--- config.mk ---
export PLATFORM = sky130hd
export DESIGN_NAME = demux_frame_sequencer
export DESIGN_NICKNAME = d
export VERILOG_FILES = /design/src/rtl/demux_pkg.sv /design/src/rtl/piso_shift.sv /design/src/rtl/demux_frame_sequencer.sv
export SDC_FILE = /design/constraint.sdc
export NUM_CORES = 1
export LEC_CHECK = 0
export CORE_UTILIZATION = 51
export CTS_CLUSTER_SIZE = 40
export DETAILED_ROUTE_END_ITERATION = 10
export PLACE_DENSITY_LB_ADDON = 0.08
export SYNTH_ARGS = -nofsm -noshare
export SYNTH_HDL_FRONTEND = slang
export SYNTH_SLANG_ARGS = --single-unit
--- constraint.sdc ---
create_clock -name clk -period 2.8 [get_ports clk]
set_clock_uncertainty 0.2 [all_clocks]
set_input_delay 0.56 -clock clk [delete_from_list [all_inputs] [get_ports clk]]
set_output_delay 0.56 -clock clk [all_outputs]
set_load 0.005 [all_outputs]
--- src/rtl/demux_pkg.sv ---
// demux_pkg: shared channel constants and sequencer state encoding for the demux feeder
package demux_pkg;
    localparam int CHAN_W   = 2;
    localparam int NUM_CHAN = 4;
    typedef enum logic [1:0] {IDLE, SHIFT, GAP} seq_state_t;
endpackage

--- src/rtl/piso_shift.sv ---
// piso_shift: parallel-load shift register whose serial output is registered and returns to 0 when idle
module piso_shift #(
    parameter int DATA_W    = 8,
    parameter int MSB_FIRST = 0
) (
    input  logic              clk,
    input  logic              rst,
    input  logic              load,
    input  logic              shift_en,
    input  logic [DATA_W-1:0] data,
    output logic              sout
);
    logic [DATA_W-1:0] q;
    // q holds only the bits not yet presented on sout
    always_ff @(posedge clk or posedge rst) begin
        if (rst) begin
            q    <= '0;
            sout <= 1'b0;
        end else if (load) begin
            sout <= MSB_FIRST != 0 ? data[DATA_W-1] : data[0];
            q    <= MSB_FIRST != 0 ? data << 1 : data >> 1;
        end else if (shift_en) begin
            sout <= MSB_FIRST != 0 ? q[DATA_W-1] : q[0];
            q    <= MSB_FIRST != 0 ? q << 1 : q >> 1;
        end else begin
            sout <= 1'b0;
        end
    end
endmodule

--- src/rtl/demux_frame_sequencer.sv ---
// demux_frame_sequencer: accepts (channel, word) pairs and serialises each word on din
// with a stable channel select s, followed by a fixed idle gap.
module demux_frame_sequencer
    import demux_pkg::*;
#(
    parameter int DATA_W     = 8,
    parameter int GAP_CYCLES = 1,
    parameter int MSB_FIRST  = 0
) (
    input  logic              clk,
    input  logic              rst,
    input  logic              in_valid,
    output logic              in_ready,
    input  logic [CHAN_W-1:0] in_chan,
    input  logic [DATA_W-1:0] in_data,
    output logic              din,
    output logic [CHAN_W-1:0] s,
    output logic              frame_active,
    output logic              frame_done
);
    localparam int CNT_W = $clog2(DATA_W + 1);

    if (DATA_W < 1 || DATA_W > 32 || GAP_CYCLES < 0 || GAP_CYCLES > 15 ||
        (MSB_FIRST != 0 && MSB_FIRST != 1)) begin : g_bad_param
        $error("demux_frame_sequencer: illegal parameter value");
    end

    seq_state_t       state, state_d;
    logic [CNT_W-1:0] bit_cnt;
    logic [3:0]       gap_cnt;
    logic             accept, last, gap_end, shift_en;

    assign in_ready = state == IDLE && !rst;

    always_comb begin
        accept   = in_valid && in_ready;
        last     = state == SHIFT && bit_cnt == CNT_W'(DATA_W - 1);
        gap_end  = state == GAP && gap_cnt == 4'(GAP_CYCLES - 1);
        shift_en = state == SHIFT && !last;
        state_d  = state;
        unique case (state)
            IDLE:    state_d = accept ? SHIFT : IDLE;
            SHIFT:   state_d = last ? (GAP_CYCLES == 0 ? IDLE : GAP) : SHIFT;
            GAP:     state_d = gap_end ? IDLE : GAP;
            default: state_d = IDLE;
        endcase
    end

    always_ff @(posedge clk or posedge rst) begin
        if (rst) state <= IDLE;
        else     state <= state_d;
    end

    // frame_done follows the final data bit by one cycle
    always_ff @(posedge clk or posedge rst) begin
        if (rst) begin
            s            <= '0;
            bit_cnt      <= '0;
            gap_cnt      <= '0;
            frame_active <= 1'b0;
            frame_done   <= 1'b0;
        end else begin
            frame_done <= last;
            gap_cnt    <= state == GAP ? gap_cnt + 4'd1 : 4'd0;
            if (accept) begin
                s            <= in_chan;
                bit_cnt      <= '0;
                frame_active <= 1'b1;
            end else if (state == SHIFT) begin
                bit_cnt <= bit_cnt + 1'b1;
            end
            if (last) frame_active <= 1'b0;
        end
    end

    piso_shift #(.DATA_W(DATA_W), .MSB_FIRST(MSB_FIRST)) u_piso (
        .clk      (clk),
        .rst      (rst),
        .load     (accept),
        .shift_en (shift_en),
        .data     (in_data),
        .sout     (din)
    );
endmodule
==> results of run 1 <==
worst min-delay path by stage:
stage | startpoint | to | slack [ns] | cells after the start
finish | bit_cnt[3]$_DFFE_PP0P_ | bit_cnt[3]$_DFFE_PP0P_ | 0.29 | 1
floorplan | bit_cnt[3]$_DFFE_PP0P_ | bit_cnt[3]$_DFFE_PP0P_ | 0.24 | 1
CTS | bit_cnt[3]$_DFFE_PP0P_ | bit_cnt[3]$_DFFE_PP0P_ | 0.30 | 1
global placement | bit_cnt[3]$_DFFE_PP0P_ | bit_cnt[3]$_DFFE_PP0P_ | 0.27 | 1
global route | gap_cnt[0]$_DFF_PP0_ | gap_cnt[0]$_DFF_PP0_ | 0.32 | 1
detailed placement | bit_cnt[3]$_DFFE_PP0P_ | bit_cnt[3]$_DFFE_PP0P_ | 0.28 | 1
final cells by class:
| cell class | instances | share of cell area |
|---|---|---|
| flip-flops and latches | 22 | 0.455 |
| inverters | 5 | 0.0155 |
| well taps | 25 | 0.0259 |
| multi-input cells | 52 | 0.317 |
| repair buffers | 21 | 0.168 |
| clock buffers | 3 | 0.0186 |
per-layer routing:
layer	up-vias	routed length (um)	track usage
met5	-	0	0
met4	0	0	0.0545
li1	325	-	-
met2	9	786	0.303
met3	0	41	0.0357
met1	312	659	0.214
worst max-delay path: stages:
cell and delay, ns:
sky130_fd_sc_hd__clkdlybuf4s50_1 0.48, sky130_fd_sc_hd__nor3_1 0.15, sky130_fd_sc_hd__clkdlybuf4s50_1 0.53
power by group through the flow:
stage	Clock (uW)	Combinational, uW	Sequential, uW
finish	136	374	496
global route	152	412	508
CTS	142	381	497
detailed placement	0	380	503
global placement	0	365	501
floorplan	0	248	491
per-stage QoR:
step / cell area, um2 / hold slack (ns) / std cells / power (uW)
after floorplan: 970 / 0.237 / 81 / 739
after global placement: 1190 / 0.266 / 125 / 866
after detailed placement: 1190 / 0.280 / 125 / 883
after CTS: 1210 / 0.296 / 128 / 1020
after global routing: 1210 / 0.315 / 128 / 1070
final: 1210 / 0.289 / 128 / 1010
synth_stat cells, drive strengths merged, types with 2 or more instances:
library cell  instances  area (um2)
ha                    3        37.5
nand2                 3        11.3
nand2b                4        25.0
buf                   2        16.3
nor2                  9        33.8
xnor2                 2        17.5
a21oi                 2        13.8
dfrtp                22         551
and2                  7        43.8
a221o                 6        60.1
xor2                  2        17.5
inv                   5        18.8
nand3b                2        15.0
mux2                  2        22.5
flip-flops by register name, indices dropped and copies added (netlist names):
signal / cells
frame_done: 1
state: 2
gap_cnt: 4
u_piso.sout: 1
bit_cnt: 4
frame_active: 1
u_piso.q: 7
s: 2
placed cells by master, fill, tap and decap left out, types with 2 or more instances in the layout:
master / count
sky130_fd_sc_hd__clkdlybuf4s50_1: 18
sky130_fd_sc_hd__mux2_2: 2
sky130_fd_sc_hd__ha_1: 3
sky130_fd_sc_hd__a221o_1: 6
sky130_fd_sc_hd__xnor2_1: 2
sky130_fd_sc_hd__inv_1: 5
sky130_fd_sc_hd__nand3b_1: 2
sky130_fd_sc_hd__clkbuf_4: 3
sky130_fd_sc_hd__nand2_1: 3
sky130_fd_sc_hd__nor2_1: 9
sky130_fd_sc_hd__xor2_1: 2
sky130_fd_sc_hd__nand2b_1: 4
sky130_fd_sc_hd__dfrtp_1: 22
sky130_fd_sc_hd__buf_4: 3
sky130_fd_sc_hd__and2_1: 7
cells by family (layout without fill, tap and decap cells):
family,count (synthesis),after routing,synth area share
AND/OR/NAND/NOR,31,31,0.191
flip-flops,22,22,0.568
AO/OA/AOI/OAI,11,11,0.0968
buffers and inverters,7,29,0.0361
XOR/XNOR,4,4,0.0361
adder cells (fa/ha/maj),3,3,0.0387
multiplexers,3,3,0.0335
==> flow_summary.html, run 1 <==
<table>
<tr><th>Metric</th><th>Value</th></tr>
<tr><th colspan="2">Logic synthesis</th></tr>
<tr><td>Synthesized cell area</td><td>970 um2</td></tr>
<tr><td>Total of flip-flops plus latches after synthesis</td><td>22</td></tr>
<tr><td>Warnings, synthesis</td><td>0</td></tr>
<tr><td>Most common flop cell mapped by yosys</td><td>sky130_fd_sc_hd__dfrtp_1</td></tr>
<tr><td>Proportion of synthesized chip area in sequential cells</td><td>0.568</td></tr>
<tr><td>Post-Synthesis Mean Instance Area</td><td>about 12 um2</td></tr>
<tr><td>Post-synth EDFFs</td><td>0</td></tr>
<tr><td>Number of nets produced by synthesis</td><td>between 90 and 100</td></tr>
<tr><td>Yosys cell types</td><td>26</td></tr>
<tr><td>Cell count after synthesis</td><td>81</td></tr>
<tr><td>Async S/R FF share, synth</td><td>1.00</td></tr>
<tr><th colspan="2">Job</th></tr>
<tr><td>Number of max-capacitance violations reported</td><td>0</td></tr>
<tr><th colspan="2">Drt</th></tr>
<tr><td>Violation count after the first detailed-route iteration</td><td>15</td></tr>
<tr><td>Per-cell routed wire length</td><td>around 12 um</td></tr>
<tr><td>WL final</td><td>between 1 and 1.5 mm</td></tr>
<tr><td>Antenna-violating nets left</td><td>0</td></tr>
<tr><td>Vias</td><td>around 650</td></tr>
<tr><td>Post-DR vias/cell</td><td>5.05</td></tr>
<tr><td>First-pass iteration count of the detailed router</td><td>4</td></tr>
<tr><td>DR DRC count</td><td>0</td></tr>
<tr><th colspan="2">Place</th></tr>
<tr><td>Final estimated routing congestion in global placement</td><td>about 0.7</td></tr>
<tr><td>PortBufs</td><td>18</td></tr>
<tr><td>Worst-case setup slack after placement</td><td>roughly 0.30 ns</td></tr>
<tr><td>HPWL after detailed placement</td><td>roughly 1.1 mm</td></tr>
<tr><th colspan="2">Finish</th></tr>
<tr><td>Area used by sequential logic in the layout</td><td>approximately 550 um2</td></tr>
<tr><td>Layout overhead on the synthesized area</td><td>24.8%</td></tr>
<tr><td>Fill cells</td><td>138</td></tr>
<tr><td>Multi-input gate area in the final layout</td><td>between 300 and 400 um2</td></tr>
<tr><td>Final cell utilization of the core</td><td>0.693</td></tr>
<tr><td>Ratio of cells with drive above 1 in the final layout</td><td>0.107</td></tr>
<tr><td>Nets</td><td>~120</td></tr>
<tr><td>Ant diodes</td><td>0</td></tr>
<tr><th colspan="2">Clock tree</th></tr>
<tr><td>Maximum clock insertion buffer count</td><td>2</td></tr>
<tr><td>Number of buffers inserted by post-CTS setup repair</td><td>0</td></tr>
<tr><td>Clock buffers created by TritonCTS</td><td>3</td></tr>
<tr><td>Hold buffer count at cts</td><td>0</td></tr>
<tr><td>Later-pin clock latency in the skew report</td><td>between 0.2 and 0.3 ns</td></tr>
<tr><td>Post-cts sizing count</td><td>0</td></tr>
<tr><td>TritonCTS clock tree</td><td>done</td></tr>
<tr><td>Clk sinks</td><td>22</td></tr>
<tr><td>Total number of H-tree levels</td><td>1</td></tr>
<tr><td>Clock Root Buffer</td><td>sky130_fd_sc_hd__clkbuf_4</td></tr>
<tr><td>Clock edge transition at the registers on the reported setup and hold paths</td><td>about 0.11 ns</td></tr>
<tr><th colspan="2">Critical path</th></tr>
<tr><td>Timing endpoint of the critical path</td><td>in_ready</td></tr>
<tr><td>Startpoint type of the worst setup path</td><td>input pin</td></tr>
<tr><td>Start-to-end type of the worst setup path</td><td>input pin to output pin</td></tr>
<tr><td>Arrival time at the worst endpoint</td><td>about 1.7 ns</td></tr>
<tr><td>Depth of the most critical reg-to-reg path</td><td>4</td></tr>
<tr><td>Reg-to-Reg Start</td><td>state[1]$_DFF_PP0_</td></tr>
<tr><td>CP Capture Type</td><td>output pin</td></tr>
<tr><td>Critical path startpoint</td><td>rst</td></tr>
<tr><td>Required time of the critical path</td><td>2.04 ns</td></tr>
<tr><td>Setup slack of the most critical reg-to-reg path</td><td>~1.1 ns</td></tr>
<tr><td>Endpoint of the worst register-to-register path</td><td>u_piso.q[3]$_DFFE_PP0P_</td></tr>
<tr><td>Critical-path maximum fanout</td><td>3</td></tr>
<tr><th colspan="2">Global route</th></tr>
<tr><td>Congestion Overflow GR</td><td>0</td></tr>
<tr><td>Wire length of the first global-routing pass</td><td>2.55 mm</td></tr>
<tr><td>Number of global-route vias before repair</td><td>600</td></tr>
<tr><td>Pin count of the biggest net entering global routing</td><td>23</td></tr>
<tr><td>Initial antenna violation count</td><td>0</td></tr>
<tr><td>All-layer global routing usage</td><td>0.174</td></tr>
<tr><th colspan="2">Pwr</th></tr>
<tr><td>Peak supply drop</td><td>0.000466 V</td></tr>
<tr><td>Power per cell area</td><td>slightly above 800 nW/um2</td></tr>
<tr><td>Power share of the sequential group</td><td>0.493</td></tr>
<tr><td>Fraction of power consumed by the clock network</td><td>0.135</td></tr>
<tr><td>Standby leakage power</td><td>around 0.00054 uW</td></tr>
<tr><td>Switching power of the nets</td><td>318 uW</td></tr>
<tr><td>Relative contribution of combinational cells to total power</td><td>0.372</td></tr>
<tr><td>Internal cell power</td><td>between 600 and 700 uW</td></tr>
<tr><td>Switching power as a share of total power</td><td>0.317</td></tr>
<tr><th colspan="2">Floorplan</th></tr>
<tr><td>Core footprint</td><td>approximately 1700 um2</td></tr>
<tr><td>Die H</td><td>~46 um</td></tr>
<tr><td>X dimension of the die</td><td>between 40 and 50 um</td></tr>
<tr><td>Cell row count</td><td>15</td></tr>
<tr><td>Effective utilization at floorplan</td><td>0.556</td></tr>
<tr><td>Total Die Area</td><td>2080 um2</td></tr>
<tr><td>Boundary pin count</td><td>19</td></tr>
<tr><th colspan="2">STA</th></tr>
<tr><td>Unrepaired setup endpoints after global routing</td><td>no</td></tr>
<tr><td>Final critical-path required period</td><td>around 2.5 ns</td></tr>
<tr><td>Final-layout setup total negative slack</td><td>0 ns</td></tr>
<tr><td>Slew Limit Fails</td><td>0</td></tr>
<tr><td>Final hold viol count</td><td>0</td></tr>
<tr><td>Setup violation total in the final timing report</td><td>0</td></tr>
<tr><td>Slew headroom</td><td>0.773</td></tr>
<tr><td>Achievable Freq</td><td>slightly above 0.4 GHz</td></tr>
<tr><td>Final setup margin</td><td>0.321 ns</td></tr>
<tr><td>Worst slew pin tran</td><td>0.341 ns</td></tr>
<tr><td>Final cycle utilization of the critical path</td><td>0.885</td></tr>
<tr><th colspan="2">Hold path</th></tr>
<tr><td>Classification of the worst-slack hold path</td><td>flip-flop to flip-flop</td></tr>
<tr><th colspan="2">Outcome</th></tr>
<tr><td>Status</td><td>completed</td></tr>
</table>
(Power assumes the default switching activity.)
==> run 2: changes to the inputs <==
--- a/config.mk
+++ b/config.mk
@@ -9,6 +9,8 @@
 export CTS_CLUSTER_SIZE = 40
 export DETAILED_ROUTE_END_ITERATION = 10
 export PLACE_DENSITY_LB_ADDON = 0.08
+export RECOVER_POWER = 25
 export SYNTH_ARGS = -nofsm -noshare
 export SYNTH_HDL_FRONTEND = slang
+export SYNTH_HIERARCHICAL = 1
 export SYNTH_SLANG_ARGS = --single-unit
==> run 2 against run 1 <==
Against the previous run: clock-buffer cell count unchanged; register-to-register slack worse by 0.24 ns; die area up 1.3%; fmax shrank 4.3%; clock power about the same; worst setup slack lost 0.11 ns; sequential power is essentially flat; non-clock buffer count is 2 lower; sequential cell count did not move; first-iteration DRC count is 53% lower; critical path type unchanged; critical endpoint unchanged; largest cell class unchanged; largest power group unchanged.
==> flow_summary.html, run 2 <==
<table>
<tr><th>Metric</th><th>Value</th></tr>
<tr><th colspan="2">Outcome</th></tr>
<tr><td>Status</td><td>completed (unchanged)</td></tr>
<tr><th colspan="2">Place</th></tr>
<tr><td>Final estimated routing congestion in global placement</td><td>0.834 (was 0.703)</td></tr>
<tr><td>Cell area after placement</td><td>1170 um2 (was 1190 um2)</td></tr>
<tr><td>HPWL after detailed placement</td><td>1.14 mm (was 1.15 mm)</td></tr>
<tr><td>PortBufs</td><td>18 (unchanged)</td></tr>
<tr><th colspan="2">Floorplan</th></tr>
<tr><td>Die H</td><td>45.9 um (was 45.6 um)</td></tr>
<tr><td>X dimension of the die</td><td>45.9 um (was 45.6 um)</td></tr>
<tr><td>Cell row count</td><td>15 (unchanged)</td></tr>
<tr><td>Effective utilization at floorplan</td><td>0.557 (was 0.556)</td></tr>
<tr><td>Total Die Area</td><td>2110 um2 (was 2080 um2)</td></tr>
<tr><td>Core footprint</td><td>1760 um2 (was 1750 um2)</td></tr>
<tr><td>Boundary pin count</td><td>19 (unchanged)</td></tr>
<tr><th colspan="2">Critical path</th></tr>
<tr><td>Endpoint of the worst register-to-register path</td><td>u_piso/q[1]$_DFFE_PP0P_ (was u_piso.q[3]$_DFFE_PP0P_)</td></tr>
<tr><td>Startpoint type of the worst setup path</td><td>input pin (unchanged)</td></tr>
<tr><td>CP Capture Type</td><td>output pin (unchanged)</td></tr>
<tr><td>Critical-path maximum fanout</td><td>3 (unchanged)</td></tr>
<tr><td>Start-to-end type of the worst setup path</td><td>input pin to output pin (unchanged)</td></tr>
<tr><td>Arrival time at the worst endpoint</td><td>1.83 ns (was 1.72 ns)</td></tr>
<tr><td>Reg-to-Reg Start</td><td>bit_cnt[0]$_DFFE_PP0P_ (was state[1]$_DFF_PP0_)</td></tr>
<tr><td>Required time of the critical path</td><td>2.04 ns (about the same)</td></tr>
<tr><td>Setup slack of the most critical reg-to-reg path</td><td>0.81 ns (was 1.05 ns)</td></tr>
<tr><td>Depth of the most critical reg-to-reg path</td><td>6 (was 4)</td></tr>
<tr><th colspan="2">Drt</th></tr>
<tr><td>WL final</td><td>1.58 mm (was 1.49 mm)</td></tr>
<tr><td>DR DRC count</td><td>0 (unchanged)</td></tr>
<tr><td>Violation count after the first detailed-route iteration</td><td>7 (was 15)</td></tr>
<tr><td>Vias</td><td>671 (was 646)</td></tr>
<tr><td>Antenna-violating nets left</td><td>0 (unchanged)</td></tr>
<tr><td>Post-DR vias/cell</td><td>4.93 (was 5.05)</td></tr>
<tr><td>Per-cell routed wire length</td><td>11.6 um (about the same)</td></tr>
<tr><td>First-pass iteration count of the detailed router</td><td>4 (unchanged)</td></tr>
<tr><th colspan="2">Logic synthesis</th></tr>
<tr><td>Warnings, synthesis</td><td>6 (was 0)</td></tr>
<tr><td>Most frequent cells after synthesis</td><td>sky130_fd_sc_hd__dfrtp_1, sky130_fd_sc_hd__nor2_1, sky130_fd_sc_hd__nand2_1 (was sky130_fd_sc_hd__dfrtp_1, sky130_fd_sc_hd__nor2_1, sky130_fd_sc_hd__and2_1)</td></tr>
<tr><td>Post-synth EDFFs</td><td>0 (unchanged)</td></tr>
<tr><td>Total of flip-flops plus latches after synthesis</td><td>22 (unchanged)</td></tr>
<tr><td>Async S/R FF share, synth</td><td>1.00 (unchanged)</td></tr>
<tr><td>Top-count cell post-synth</td><td>sky130_fd_sc_hd__dfrtp_1 (unchanged)</td></tr>
<tr><td>Post-Synthesis Mean Instance Area</td><td>10.7 um2 (was 12.0 um2)</td></tr>
<tr><td>Area fraction of the dominant cell type after synthesis</td><td>0.560 (was 0.568)</td></tr>
<tr><td>Number of nets produced by synthesis</td><td>108 (was 97)</td></tr>
<tr><td>Top area cells in the synthesized netlist</td><td>sky130_fd_sc_hd__dfrtp_1, sky130_fd_sc_hd__mux2i_1, sky130_fd_sc_hd__nor2_1 (was sky130_fd_sc_hd__dfrtp_1, sky130_fd_sc_hd__a221o_1, sky130_fd_sc_hd__and2_1)</td></tr>
<tr><td>Proportion of synthesized chip area in sequential cells</td><td>0.560 (was 0.568)</td></tr>
<tr><td>Most common flop cell mapped by yosys</td><td>sky130_fd_sc_hd__dfrtp_1 (unchanged)</td></tr>
<tr><td>Cell type with the highest aggregate area in the netlist</td><td>sky130_fd_sc_hd__dfrtp_1 (unchanged)</td></tr>
<tr><td>Synthesized cell area</td><td>983 um2 (was 970 um2)</td></tr>
<tr><td>Yosys cell types</td><td>22 (was 26)</td></tr>
<tr><td>Cell count after synthesis</td><td>92 (was 81)</td></tr>
<tr><th colspan="2">STA</th></tr>
<tr><td>Final-layout setup total negative slack</td><td>0 ns (unchanged)</td></tr>
<tr><td>Slew Limit Fails</td><td>0 (unchanged)</td></tr>
<tr><td>Final critical-path required period</td><td>2.59 ns (was 2.48 ns)</td></tr>
<tr><td>Slew headroom</td><td>0.510 (was 0.773)</td></tr>
<tr><td>Worst slew pin tran</td><td>0.732 ns (was 0.341 ns)</td></tr>
<tr><td>Setup violation total in the final timing report</td><td>0 (unchanged)</td></tr>
<tr><td>Unrepaired setup endpoints after global routing</td><td>no (unchanged)</td></tr>
<tr><td>Final hold viol count</td><td>0 (unchanged)</td></tr>
<tr><td>Final cycle utilization of the critical path</td><td>0.925 (was 0.885)</td></tr>
<tr><td>Achievable Freq</td><td>0.386 GHz (was 0.403 GHz)</td></tr>
<tr><th colspan="2">Pwr</th></tr>
<tr><td>Fraction of power consumed by the clock network</td><td>0.134 (was 0.135)</td></tr>
<tr><td>Switching power as a share of total power</td><td>0.328 (was 0.317)</td></tr>
<tr><td>Peak supply drop</td><td>0.000470 V (was 0.000466 V)</td></tr>
<tr><td>Standby leakage power</td><td>0.000543 uW (was 0.000540 uW)</td></tr>
<tr><td>Internal cell power</td><td>680 uW (was 687 uW)</td></tr>
<tr><td>Relative contribution of combinational cells to total power</td><td>0.379 (was 0.372)</td></tr>
<tr><td>Switching power of the nets</td><td>332 uW (was 318 uW)</td></tr>
<tr><td>Power per cell area</td><td>850 nW/um2 (was 831 nW/um2)</td></tr>
<tr><td>Power share of the sequential group</td><td>0.487 (was 0.493)</td></tr>
<tr><th colspan="2">Finish</th></tr>
<tr><td>Layout overhead on the synthesized area</td><td>21.1% (was 24.8%)</td></tr>
<tr><td>Most common library cell in the layout ignoring fill and taps</td><td>sky130_fd_sc_hd__dfrtp_1 (unchanged)</td></tr>
<tr><td>Commonest cells after routing, fill and taps aside</td><td>sky130_fd_sc_hd__dfrtp_1, sky130_fd_sc_hd__clkdlybuf4s50_1, sky130_fd_sc_hd__nor2_1 (unchanged)</td></tr>
<tr><td>Ratio of cells with drive above 1 in the final layout</td><td>0.0631 (was 0.107)</td></tr>
<tr><td>Regs by FF count</td><td>u_piso/q: 7 flops, bit_cnt: 4 flops, gap_cnt: 4 flops (was u_piso.q: 7 flops, bit_cnt: 4 flops, gap_cnt: 4 flops)</td></tr>
<tr><td>Ant diodes</td><td>0 (unchanged)</td></tr>
<tr><td>Post-route design area</td><td>1190 um2 (was 1210 um2)</td></tr>
<tr><td>Nets</td><td>129 (was 121)</td></tr>
<tr><td>Register with the most flip-flops</td><td>u_piso/q (was u_piso.q)</td></tr>
<tr><td>Flip-flop count of the largest register after layout</td><td>7 (unchanged)</td></tr>
<tr><th colspan="2">Clock tree</th></tr>
<tr><td>Total number of H-tree levels</td><td>1 (unchanged)</td></tr>
<tr><td>TritonCTS clock tree</td><td>done (unchanged)</td></tr>
<tr><td>Clk sinks</td><td>22 (unchanged)</td></tr>
<tr><td>Clock buffers created by TritonCTS</td><td>3 (unchanged)</td></tr>
<tr><td>Maximum clock insertion buffer count</td><td>2 (unchanged)</td></tr>
<tr><td>Number of buffers inserted by post-CTS setup repair</td><td>0 (unchanged)</td></tr>
<tr><td>Clock Root Buffer</td><td>sky130_fd_sc_hd__clkbuf_4 (unchanged)</td></tr>
<tr><td>Clock edge transition at the registers on the reported setup and hold paths</td><td>0.11 ns (about the same)</td></tr>
<tr><td>Hold buffer count at cts</td><td>0 (unchanged)</td></tr>
<tr><td>Post-cts sizing count</td><td>0 (unchanged)</td></tr>
<tr><td>Later-pin clock latency in the skew report</td><td>0.29 ns (about the same)</td></tr>
<tr><th colspan="2">Global route</th></tr>
<tr><td>Congestion Overflow GR</td><td>0 (unchanged)</td></tr>
<tr><td>Wire length of the first global-routing pass</td><td>2.57 mm (was 2.55 mm)</td></tr>
<tr><td>Initial antenna violation count</td><td>0 (unchanged)</td></tr>
<tr><td>All-layer global routing usage</td><td>0.175 (was 0.174)</td></tr>
<tr><td>Pin count of the biggest net entering global routing</td><td>19 (was 23)</td></tr>
<tr><td>Number of global-route vias before repair</td><td>618 (was 600)</td></tr>
<tr><th colspan="2">Hold path</th></tr>
<tr><td>Endpoint of the worst hold path</td><td>gap_cnt[0]$_DFF_PP0_ (was bit_cnt[3]$_DFFE_PP0P_)</td></tr>
<tr><td>Hold path start</td><td>gap_cnt[0]$_DFF_PP0_ (was bit_cnt[3]$_DFFE_PP0P_)</td></tr>
<tr><td>Classification of the worst-slack hold path</td><td>flip-flop to flip-flop (unchanged)</td></tr>
<tr><td>Number of stages on the worst hold path</td><td>1 (unchanged)</td></tr>
<tr><th colspan="2">Job</th></tr>
<tr><td>Number of max-capacitance violations reported</td><td>0 (unchanged)</td></tr>
</table>
## run 2: cell count changes after synthesis, moves of 3 or more
cell                      change
sky130_fd_sc_hd__o21ai_0      +3
sky130_fd_sc_hd__mux2i_1      +6
sky130_fd_sc_hd__nand2_1      +8
sky130_fd_sc_hd__nor2_1       +3
sky130_fd_sc_hd__and2_1       -7
sky130_fd_sc_hd__a221o_1      -6
sky130_fd_sc_hd__o21ai_1      +6
## run 2: area by class of cell
cell class              instances  area [um2]
repair buffers                 19         188
fillers                       157         573
well taps                      25        31.3
multi-input cells              61         377
inverters                       6        22.5
clock buffers                   3        22.5
flip-flops and latches         22         551
## run 2: how the worst max path moves through the flow
stage	startpoint	endpoint	cells after the start
2_1_floorplan	rst	s[0]$_DFFE_PP0P_	4
3_3_place_gp	rst	in_ready	3
3_5_place_dp	rst	in_ready	3
6_report	rst	in_ready	3
5_1_grt	rst	in_ready	3
4_1_cts	rst	in_ready	3
## run 2: per-layer routing
metal	global-route usage	vias up	part of all wire
li1	-	340	-
met1	0.232	313	0.49
met2	0.279	16	0.46
met3	0.0357	2	0.033
met4	0.0706	0	0.0076
met5	0	-	0
## run 2: cell families (layout without fill, tap and decap cells)
kind of cell,after synthesis,in the layout,synth area share
multiplexers,9,9,0.0941
adder cells (fa/ha/maj),3,3,0.0382
AO/OA/AOI/OAI,12,12,0.0623
XOR/XNOR,4,4,0.0356
AND/OR/NAND/NOR,33,33,0.153
buffers and inverters,9,28,0.0572
flip-flops,22,22,0.560
## run 2: critical path: stages
cell and delay, ns:
sky130_fd_sc_hd__clkdlybuf4s50_1 0.44, sky130_fd_sc_hd__nor3_1 0.28, sky130_fd_sc_hd__clkdlybuf4s50_1 0.55
## run 2: power groups by stage
stage                     combinational, uW  clock, uW  sequential, uW
after floorplan                         295          0             488
after global placement                  375          0             496
after detailed placement                387          0             499
after CTS                               389        144             493
after global routing                    429        156             507
final                                   384        136             493
## run 2: metrics by stage
stage / instances / hold slack (ns) / utilization / power (uW) / worst slack (ns)
after floorplan: 92 / 0.176 / - / 783 / 1.04
after global placement: 133 / 0.268 / 0.662 / 871 / 0.195
after detailed placement: 133 / 0.286 / 0.662 / 886 / 0.198
after CTS: 136 / 0.303 / 0.675 / 1030 / 0.182
after global routing: 136 / 0.319 / 0.675 / 1090 / 0.154
final: 136 / 0.297 / 0.675 / 1010 / 0.209
